<file path="src/rtl/serial_slot_scheduler_pkg.sv">
// serial_slot_scheduler_pkg: shared encodings and constants for the slot scheduler
package serial_slot_scheduler_pkg;
  localparam logic [1:0] ST_IDLE = 2'd0;
  localparam logic [1:0] ST_HUNT = 2'd1;
  localparam logic [1:0] ST_PAYLOAD = 2'd2;
  localparam logic [1:0] ST_DONE = 2'd3;
  localparam logic [1:0] H0 = 2'd0;
  localparam logic [1:0] H1 = 2'd1;
  localparam logic [1:0] H2 = 2'd2;
  localparam logic [2:0] PREAMBLE = 3'b010;
  localparam int SESS_W = 10;
endpackage

</file>
<file path="src/rtl/serial_slot_scheduler_rr_arbiter.sv">
// serial_slot_scheduler_rr_arbiter: combinational round-robin pick starting after last_i
module serial_slot_scheduler_rr_arbiter #(
  parameter int N = 4,
  localparam int IW = $clog2(N)
) (
  input  logic [N-1:0]  req_i,
  input  logic [IW-1:0] last_i,
  output logic [IW-1:0] owner_o,
  output logic          any_o
);
  logic [IW-1:0] idx;
  // Scan farthest-first so the nearest requester after last_i wins.
  always_comb begin
    owner_o = last_i;
    idx = '0;
    for (int k = N; k >= 1; k--) begin
      idx = IW'((32'(last_i) + 32'(k)) % N);
      if (req_i[idx]) owner_o = idx;
    end
    any_o = |req_i;
  end
endmodule

</file>
<file path="src/rtl/serial_slot_scheduler.sv">
// serial_slot_scheduler: round-robin shared "010" preamble hunter and payload capture for N serial requesters
module serial_slot_scheduler
  import serial_slot_scheduler_pkg::*;
#(
  parameter int N = 4,
  parameter int TIMEOUT = 64,
  parameter int PAYLOAD_W = 8,
  localparam int IW = $clog2(N)
) (
  input  logic                  clk,
  input  logic                  rst,
  input  logic [N-1:0]          req,
  input  logic [N-1:0]          bit_in,
  output logic [N-1:0]          gnt,
  output logic                  busy,
  output logic [PAYLOAD_W-1:0]  payload,
  output logic                  payload_valid,
  output logic [IW-1:0]         payload_src,
  output logic                  timeout_pulse,
  output logic [SESS_W-1:0]     session_count
);
  localparam int HW = $clog2(TIMEOUT);
  localparam int BW = $clog2(PAYLOAD_W);
  logic [1:0] state_q, state_d, hunt_q, hunt_d, hunt_nx;
  logic [IW-1:0] owner_q, owner_d, last_q, last_d, src_q, src_d, arb_owner;
  logic [HW-1:0] hcnt_q, hcnt_d;
  logic [BW-1:0] bcnt_q, bcnt_d;
  logic [PAYLOAD_W-2:0] shreg_q, shreg_d;
  logic [PAYLOAD_W-1:0] payload_q, payload_d, shifted;
  logic [SESS_W-1:0] sess_q, sess_d;
  logic tout_q, tout_d, any_req, b, match;

  serial_slot_scheduler_rr_arbiter #(.N(N)) u_rr_arbiter (
    .req_i(req),
    .last_i(last_q),
    .owner_o(arb_owner),
    .any_o(any_req)
  );

  // Overlapping detector: a 0 always leaves a usable "0" prefix, a 1 only helps after "0".
  always_comb begin
    b = bit_in[owner_q];
    match = hunt_q == H2 && b == PREAMBLE[0];
    hunt_nx = b == PREAMBLE[2] ? H1 : (hunt_q == H1 ? H2 : H0);
    shifted = {shreg_q, b};
    state_d = state_q;
    hunt_d = hunt_q;
    owner_d = owner_q;
    last_d = last_q;
    hcnt_d = hcnt_q;
    bcnt_d = bcnt_q;
    shreg_d = shreg_q;
    payload_d = payload_q;
    src_d = src_q;
    sess_d = sess_q;
    tout_d = 1'b0;
    case (state_q)
      ST_IDLE: begin
        if (any_req) begin
          owner_d = arb_owner;
          state_d = ST_HUNT;
          hunt_d = H0;
          hcnt_d = '0;
        end
      end
      ST_HUNT: begin
        if (!req[owner_q]) begin
          state_d = ST_IDLE;
          last_d = owner_q;
        end else if (match) begin
          state_d = ST_PAYLOAD;
          bcnt_d = '0;
        end else if (hcnt_q == HW'(TIMEOUT - 1)) begin
          state_d = ST_IDLE;
          last_d = owner_q;
          tout_d = 1'b1;
        end else begin
          hunt_d = hunt_nx;
          hcnt_d = hcnt_q + 1'b1;
        end
      end
      ST_PAYLOAD: begin
        shreg_d = shifted[PAYLOAD_W-2:0];
        bcnt_d = bcnt_q + 1'b1;
        if (bcnt_q == BW'(PAYLOAD_W - 1)) begin
          state_d = ST_DONE;
          payload_d = shifted;
          src_d = owner_q;
          sess_d = sess_q + 1'b1;
        end
      end
      default: begin
        last_d = owner_q;
        state_d = ST_IDLE;
      end
    endcase
  end

  always_ff @(posedge clk) begin
    if (rst) begin
      state_q <= ST_IDLE;
      hunt_q <= H0;
      owner_q <= '0;
      last_q <= IW'(N - 1);
      hcnt_q <= '0;
      bcnt_q <= '0;
      shreg_q <= '0;
      payload_q <= '0;
      src_q <= '0;
      tout_q <= 1'b0;
      sess_q <= '0;
    end else begin
      state_q <= state_d;
      hunt_q <= hunt_d;
      owner_q <= owner_d;
      last_q <= last_d;
      hcnt_q <= hcnt_d;
      bcnt_q <= bcnt_d;
      shreg_q <= shreg_d;
      payload_q <= payload_d;
      src_q <= src_d;
      tout_q <= tout_d;
      sess_q <= sess_d;
    end
  end

  assign gnt = (state_q == ST_HUNT || state_q == ST_PAYLOAD) ? N'(1) << owner_q : '0;
  assign busy = state_q != ST_IDLE;
  assign payload = payload_q;
  assign payload_valid = state_q == ST_DONE;
  assign payload_src = src_q;
  assign timeout_pulse = tout_q;
  assign session_count = sess_q;
endmodule

</file>
<file path="config.mk">
export PLATFORM = sky130hd
export DESIGN_NAME = serial_slot_scheduler
export DESIGN_NICKNAME = d
export VERILOG_FILES = /design/src/rtl/serial_slot_scheduler_pkg.sv /design/src/rtl/serial_slot_scheduler_rr_arbiter.sv /design/src/rtl/serial_slot_scheduler.sv
export SDC_FILE = /design/constraint.sdc
export NUM_CORES = 1
export LEC_CHECK = 0
export BUFFER_PORTS_ARGS = -buffer_cell sky130_fd_sc_hd__buf_2
export CAP_MARGIN = 20
export CORE_MARGIN = 2
export CORE_UTILIZATION = 35
export DETAILED_ROUTE_END_ITERATION = 16
export PLACE_DENSITY = 0.55
export SETUP_SLACK_MARGIN = 0.2
export SYNTH_ARGS = -nofsm -noshare
export SYNTH_HDL_FRONTEND = slang
export SYNTH_SLANG_ARGS = --single-unit
</file>
<file path="constraint.sdc">
create_clock -name clk -period 2.8 [get_ports clk]
set_clock_uncertainty 0.05 [all_clocks]
set_input_delay 0 -clock clk [delete_from_list [all_inputs] [get_ports clk]]
set_output_delay 0 -clock clk [all_outputs]
set_load 0.01 [all_outputs]
</file>
**After elaboration in Yosys (flattened, before gate mapping)**

Cells that the tools add are included.
Widths: inputs -> output; s select.

- Register bits after elaboration: 45
- Input bits: 10
- Output and inout bits: 27
- Logic and storage cells: 102

- Add/subtract/negate cells: 7
- Magnitude comparators: 5
- Equality and inequality tests: 16
- Shift operators: 1
- Muxes and demuxes: 43
- Bitwise operators: 4
- Reduce and logical (&&, ||, !) cells: 15

Operators with widths:

| operator | count |
|---|---|
| $mux 2 | 18 |
| $mux 6 | 4 |
| $lt 2x3->1 const B | 5 |
| $bmux 1 s2 | 6 |
| $ne 2x2->1 const B | 6 |
| $pmux 6 s2 | 1 |
| $add 10x1->10 const B | 1 |
| $reduce_and 3->1 | 3 |
| $pmux 2 s2 | 2 |
| $reduce_or 4->1 | 2 |
| $mux 1 | 7 |
| $add 6x1->6 const B | 1 |
| $eq 2x2->1 const B | 3 |
| $eq 6x6->1 const B | 1 |
| $mux 3 | 2 |
| $ne 3x3->1 const B | 2 |
| $pmux 2 s3 | 1 |
| $pmux 3 s2 | 1 |
| $reduce_bool 2->1 | 3 |
| $reduce_and 5->1 | 1 |
| $add 2x1->2 const B | 2 |
| $add 2x2->2 const B | 2 |
| $eq 2x1->1 const B | 2 |
| $mux 4 | 1 |
| other kinds (10) | 14 |

**Longest topological paths before layout**

- Depth after elaboration: 7
- Mapped depth: 8
- Depth with buffers taken out: 7

**Hierarchy**

Synthesis repeated with hierarchy kept, for this count alone.

- Cell total of the unflattened synthesis: 257
- Area, all modules: 2,177.1 sq um

Modules (own cells, without submodules):

| module | times used | cells each | area each (sq um) | seq. area each (sq um) |
|---|---|---|---|---|
| serial_slot_scheduler | 1 | 243 | 2,094.5 | 900.9 |
| serial_slot_scheduler_rr_arbiter | 1 | 14 | 82.6 | 0.0 |

**Worst setup path before layout**

Ideal clock, no wire load.

- Kind: flip-flop to flip-flop
- Start: register state_q[1]
- End: register state_q[0]
- Library setup time: 123 ps
- Arrival: 1,626 ps
- Required time: 2,627 ps
- Slack: 1,001 ps
- Stages on the path, launching flop included: 8
- Buffers on the path: 0
- Clock period less this slack: 1,799 ps
- Path through: dfxtp_1 inv_1 ha_1 nand2_1 o22ai_4 nand3_4 and3_1 mux2_1

- Longest elaborated chain between the ends: 3
- Elaborated cells on any way between the ends: 8
- Those cells by class: eq/ne (5); mux (1); reduce/logical (2)

Ends and longest elaborated chain:

| item | line | source |
|---|---|---|
| from (decl) | serial_slot_scheduler.sv:24 | `logic [1:0] state_q, state_d, hunt_q, hunt_d, hunt_nx;` |
| from (signal assigned) | serial_slot_scheduler.sv:113 | `state_q <= state_d;` |
| $eq 2x1->1 (tied with other cells) | serial_slot_scheduler.sv:57 | `case (state_q)` |
| $ne 4x4->1 (no line) / $ne 2x2->1 (equally long branches) | n/a |  |
| $reduce_and 3->1 (no line) | n/a |  |

Several ways; a longest one is shown, not always the timed one.
A chain may end at the register's enable or synchronous reset.

**Worst setup path in the final report**

Same ends and word-level chain as after synthesis.

==> summary.txt <==
Placed design
  – Post-Place Setup Slack: 0.777 ns
  – Hpwl dp: 3.24 mm
  – Post-Place Cells: 348
  – Port Buffers: 36
  – Post-DP Area: 2430 um2
  – Placer congestion estimate: 0.760

Final layout
  – Multi-input gate area: 1220 um2
  – Antenna diode count: 0
  – Share of cells above drive strength 1: 0.196
  – Final Core Density: 0.420
  – Most common cell after layout, fill and taps aside: dfxtp_1
  – Nets@finish: 299
  – Most frequent cells in the layout: 45 x dfxtp_1, 37 x nand2_1, 36 x buf_2
  – Synthesis-to-finish area growth: 14.2%
  – Design Area, Final: 2520 um2
  – Post-Layout Cell Count: 356
  – Register Area: 901 um2
  – Fill count: 613

Logic synthesis
  – Top cell type's share of synthesized area: 0.409
  – Mapped Cells: 248
  – Post-synth cell types: 49
  – XOR/XNOR Fraction of Synth Area: 0.0358
  – Netlist area before placement: 2200 um2
  – #FFs+latches synth: 45
  – Post-Synth Simple-Gate Area: 0.229
  – Largest family of logic cells by synthesized area: simple AND/OR/NAND/NOR gates
  – Yosys top cell by area: dfxtp_1
  – FFs w/ async S/R, synth: 0
  – Synth Area in Compound Gates: 0.149
  – Synth Area per Inst: 8.89 um2
  – Top FF cell, synth: dfxtp_1
  – Syn Nets: 267
  – Mux cell area share after synthesis: 0.0874
  – Seq/Total Area, Yosys: 0.409
  – Synth area leaders: dfxtp_1 41%, mux2i_1 7.7%, nand2_1 6.3%
  – Post-synthesis adder-cell area fraction: 0.0511
  – Synth warn: 0
  – Number of synthesized flops with an enable pin: 0

Detailed routing
  – Via count: 1790
  – Final antenna-violating net count: 0
  – Avg WL per Cell: 12.9 um
  – Final routed DRC violation total: 0
  – Detailed-router iteration count before antenna repair: 4
  – Initial drt markers: 82
  – Vias per cell: 5.03
  – Routed WL: 4.58 mm

Floorplanning
  – Die X: 83.4 um
  – Site row count: 28
  – DIE HEIGHT: 83.4 um
  – Die ar.: 6950 um2
  – Initial core utilization: 0.368
  – Core box area: 5990 um2
  – Ports: 37

Clocking
  – TritonCTS clock tree: built
  – Clk buf depth: 2
  – Root Driver: clkbuf_8
  – Worst skew pair latency: 0.29 ns
  – Clock-pin slew on the worst setup and hold paths: 0.08 ns
  – Postcts setup bufs: 0
  – Num CTS Buffers: 5
  – H-tree depth: 2
  – Post-CTS Resized: 0
  – CTS Hold Bufs: 0
  – CTS Sinks: 45

Global route
  – M3 GR Usage: 0.0348
  – Largest net degree at the start of global routing: 49
  – Number of global-route vias before repair: 1664
  – Top Usage Layer GRT: met2
  – Initial antenna violation count: 0
  – Total GRT Usage: 0.138
  – Met2 GRT Util: 0.219
  – First-pass GRT wire length: 7.95 mm
  – Grt total ovfl: 0
  – Met1 GRT Util: 0.185

Min path
  – Hold crit path type: in -> reg

Critical path
  – Reg2Reg Depth: 7
  – Critical-path top delay cell: dfxtp_1
  – Reg-to-reg slack, setup: 0.77 ns
  – Crit. Startpoint: state_q[1]
  – Worst flop-to-flop path endpoint: state_q[0]
  – CP cell instances: inv_1 -> ha_1 -> nand2_1 -> o22ai_4 -> nand3_4 -> and3_1 -> mux2_1
  – Crit start category: register
  – Top Family by Delay on Critical Path: simple AND/OR/NAND/NOR gates
  – Required @ worst endpoint: 2.93 ns
  – Crit. path cell count: 7
  – Type of the worst setup path: reg -> reg
  – Max incr delay on CP: 0.37 ns
  – CP Max Fanout: 8
  – Buf/Inv on CP: 1
  – Critical path endpoint category: register
  – Worst r2r src: state_q[1]
  – Worst Path Arrival: 2.16 ns
  – Critical path endpoint: state_q[0]

STA
  – RSZ-0062 raised after global routing: false
  – Tmin final: 2.03 ns
  – Slew HR: 0.413
  – Final period util: 0.725
  – Final WS setup: 0.769 ns
  – Final Hold Fails: 0
  – Final hold slack: 0.137 ns
  – Fmax: 492 MHz
  – Worst Max-Slew Pin Slew: 0.880 ns
  – Slew Viols, Final: 0
  – Setup violations, final: 0
  – Setup TNS: 0 ns

Power and ir drop
  – Flop pwr share: 0.520
  – Clock power share: 0.285
  – P_int: 953 uW
  – Leakage power: 1.06 nW
  – Switching power: 411 uW
  – P per Cell Area: 542 nW/um2
  – Tot Pwr: 1.36 mW
  – Maximum vdd drop: 0.272 mV
  – Combinational Power Share: 0.194
  – Sw frac: 0.301

Run status
  – Status: finished clean

Job
  – Maxcap violations: 0
worst reg2reg max path, stage by stage, from the launching register on:
cell,delay (ns)
dfxtp_1,0.37
inv_1,0.10
ha_1,0.31
nand2_1,0.16
o22ai_4,0.29
nand3_4,0.15
and3_1,0.19
mux2_1,0.30
sequential cells by signal, summed over array words and instances (netlist names):
register and count:
hunt_q 2, owner_q 2, payload_src 2, last_q 2
payload 8, timeout_pulse 1, session_count 10, bcnt_q 3
hcnt_q 6, shreg_q 7, state_q 2
routing by layer:
layer / vias to the layer above / part of all wire
met5: - / 0
li1: 920 / -
met1: 848 / 0.50
met2: 18 / 0.46
met3: 4 / 0.027
met4: 0 / 0.011
layout make-up:
type | count | share of cell area
timing repair buffer | 38 | 0.0775
clock inverter | 1 | 0.00298
inverter | 7 | 0.0104
sequential | 45 | 0.358
multi-input combinational | 183 | 0.484
clock buffer | 7 | 0.0303
tap | 75 | 0.0373
power by group through the flow:
stage / combinational [mW] / sequential [mW] / clock [mW]
after detailed placement: 0.266 / 0.724 / 0
after floorplan: 0.233 / 0.694 / 0
after CTS: 0.267 / 0.710 / 0.409
after global placement: 0.265 / 0.723 / 0
final: 0.265 / 0.710 / 0.390
after global routing: 0.296 / 0.719 / 0.431
worst min path at each step:
stage	from	endpoint	slack, ns	cells after the start
floorplan	rst	hcnt_q[5]	0.15	2
global placement	timeout_pulse	timeout_pulse	0.34	1
detailed placement	timeout_pulse	timeout_pulse	0.36	1
CTS	req[3]	owner_q[0]	0.13	3
global route	req[3]	owner_q[0]	0.16	3
finish	req[3]	owner_q[0]	0.14	3
cells by family after synthesis:
family                   Yosys count
adder cells (fa/ha/maj)            9
XOR/XNOR                           9
flip-flops                        45
multiplexers                      19
buffers and inverters             20
AND/OR/NAND/NOR                  104
AO/OA/AOI/OAI                     42
synth_stat cells, drive strengths merged, types with 3 or more instances:
cell type,number
a211oi,4
nand4,3
nand2,38
buf,6
mux2i,17
nor2,29
a21oi,18
inv,7
xor2,7
clkbuf,7
nand2b,4
nor3,4
nand3,4
ha,9
and3,7
or3,3
o22ai,4
nor3b,4
dfxtp,45
No activity file was read; power rests on OpenSTA's default activity.
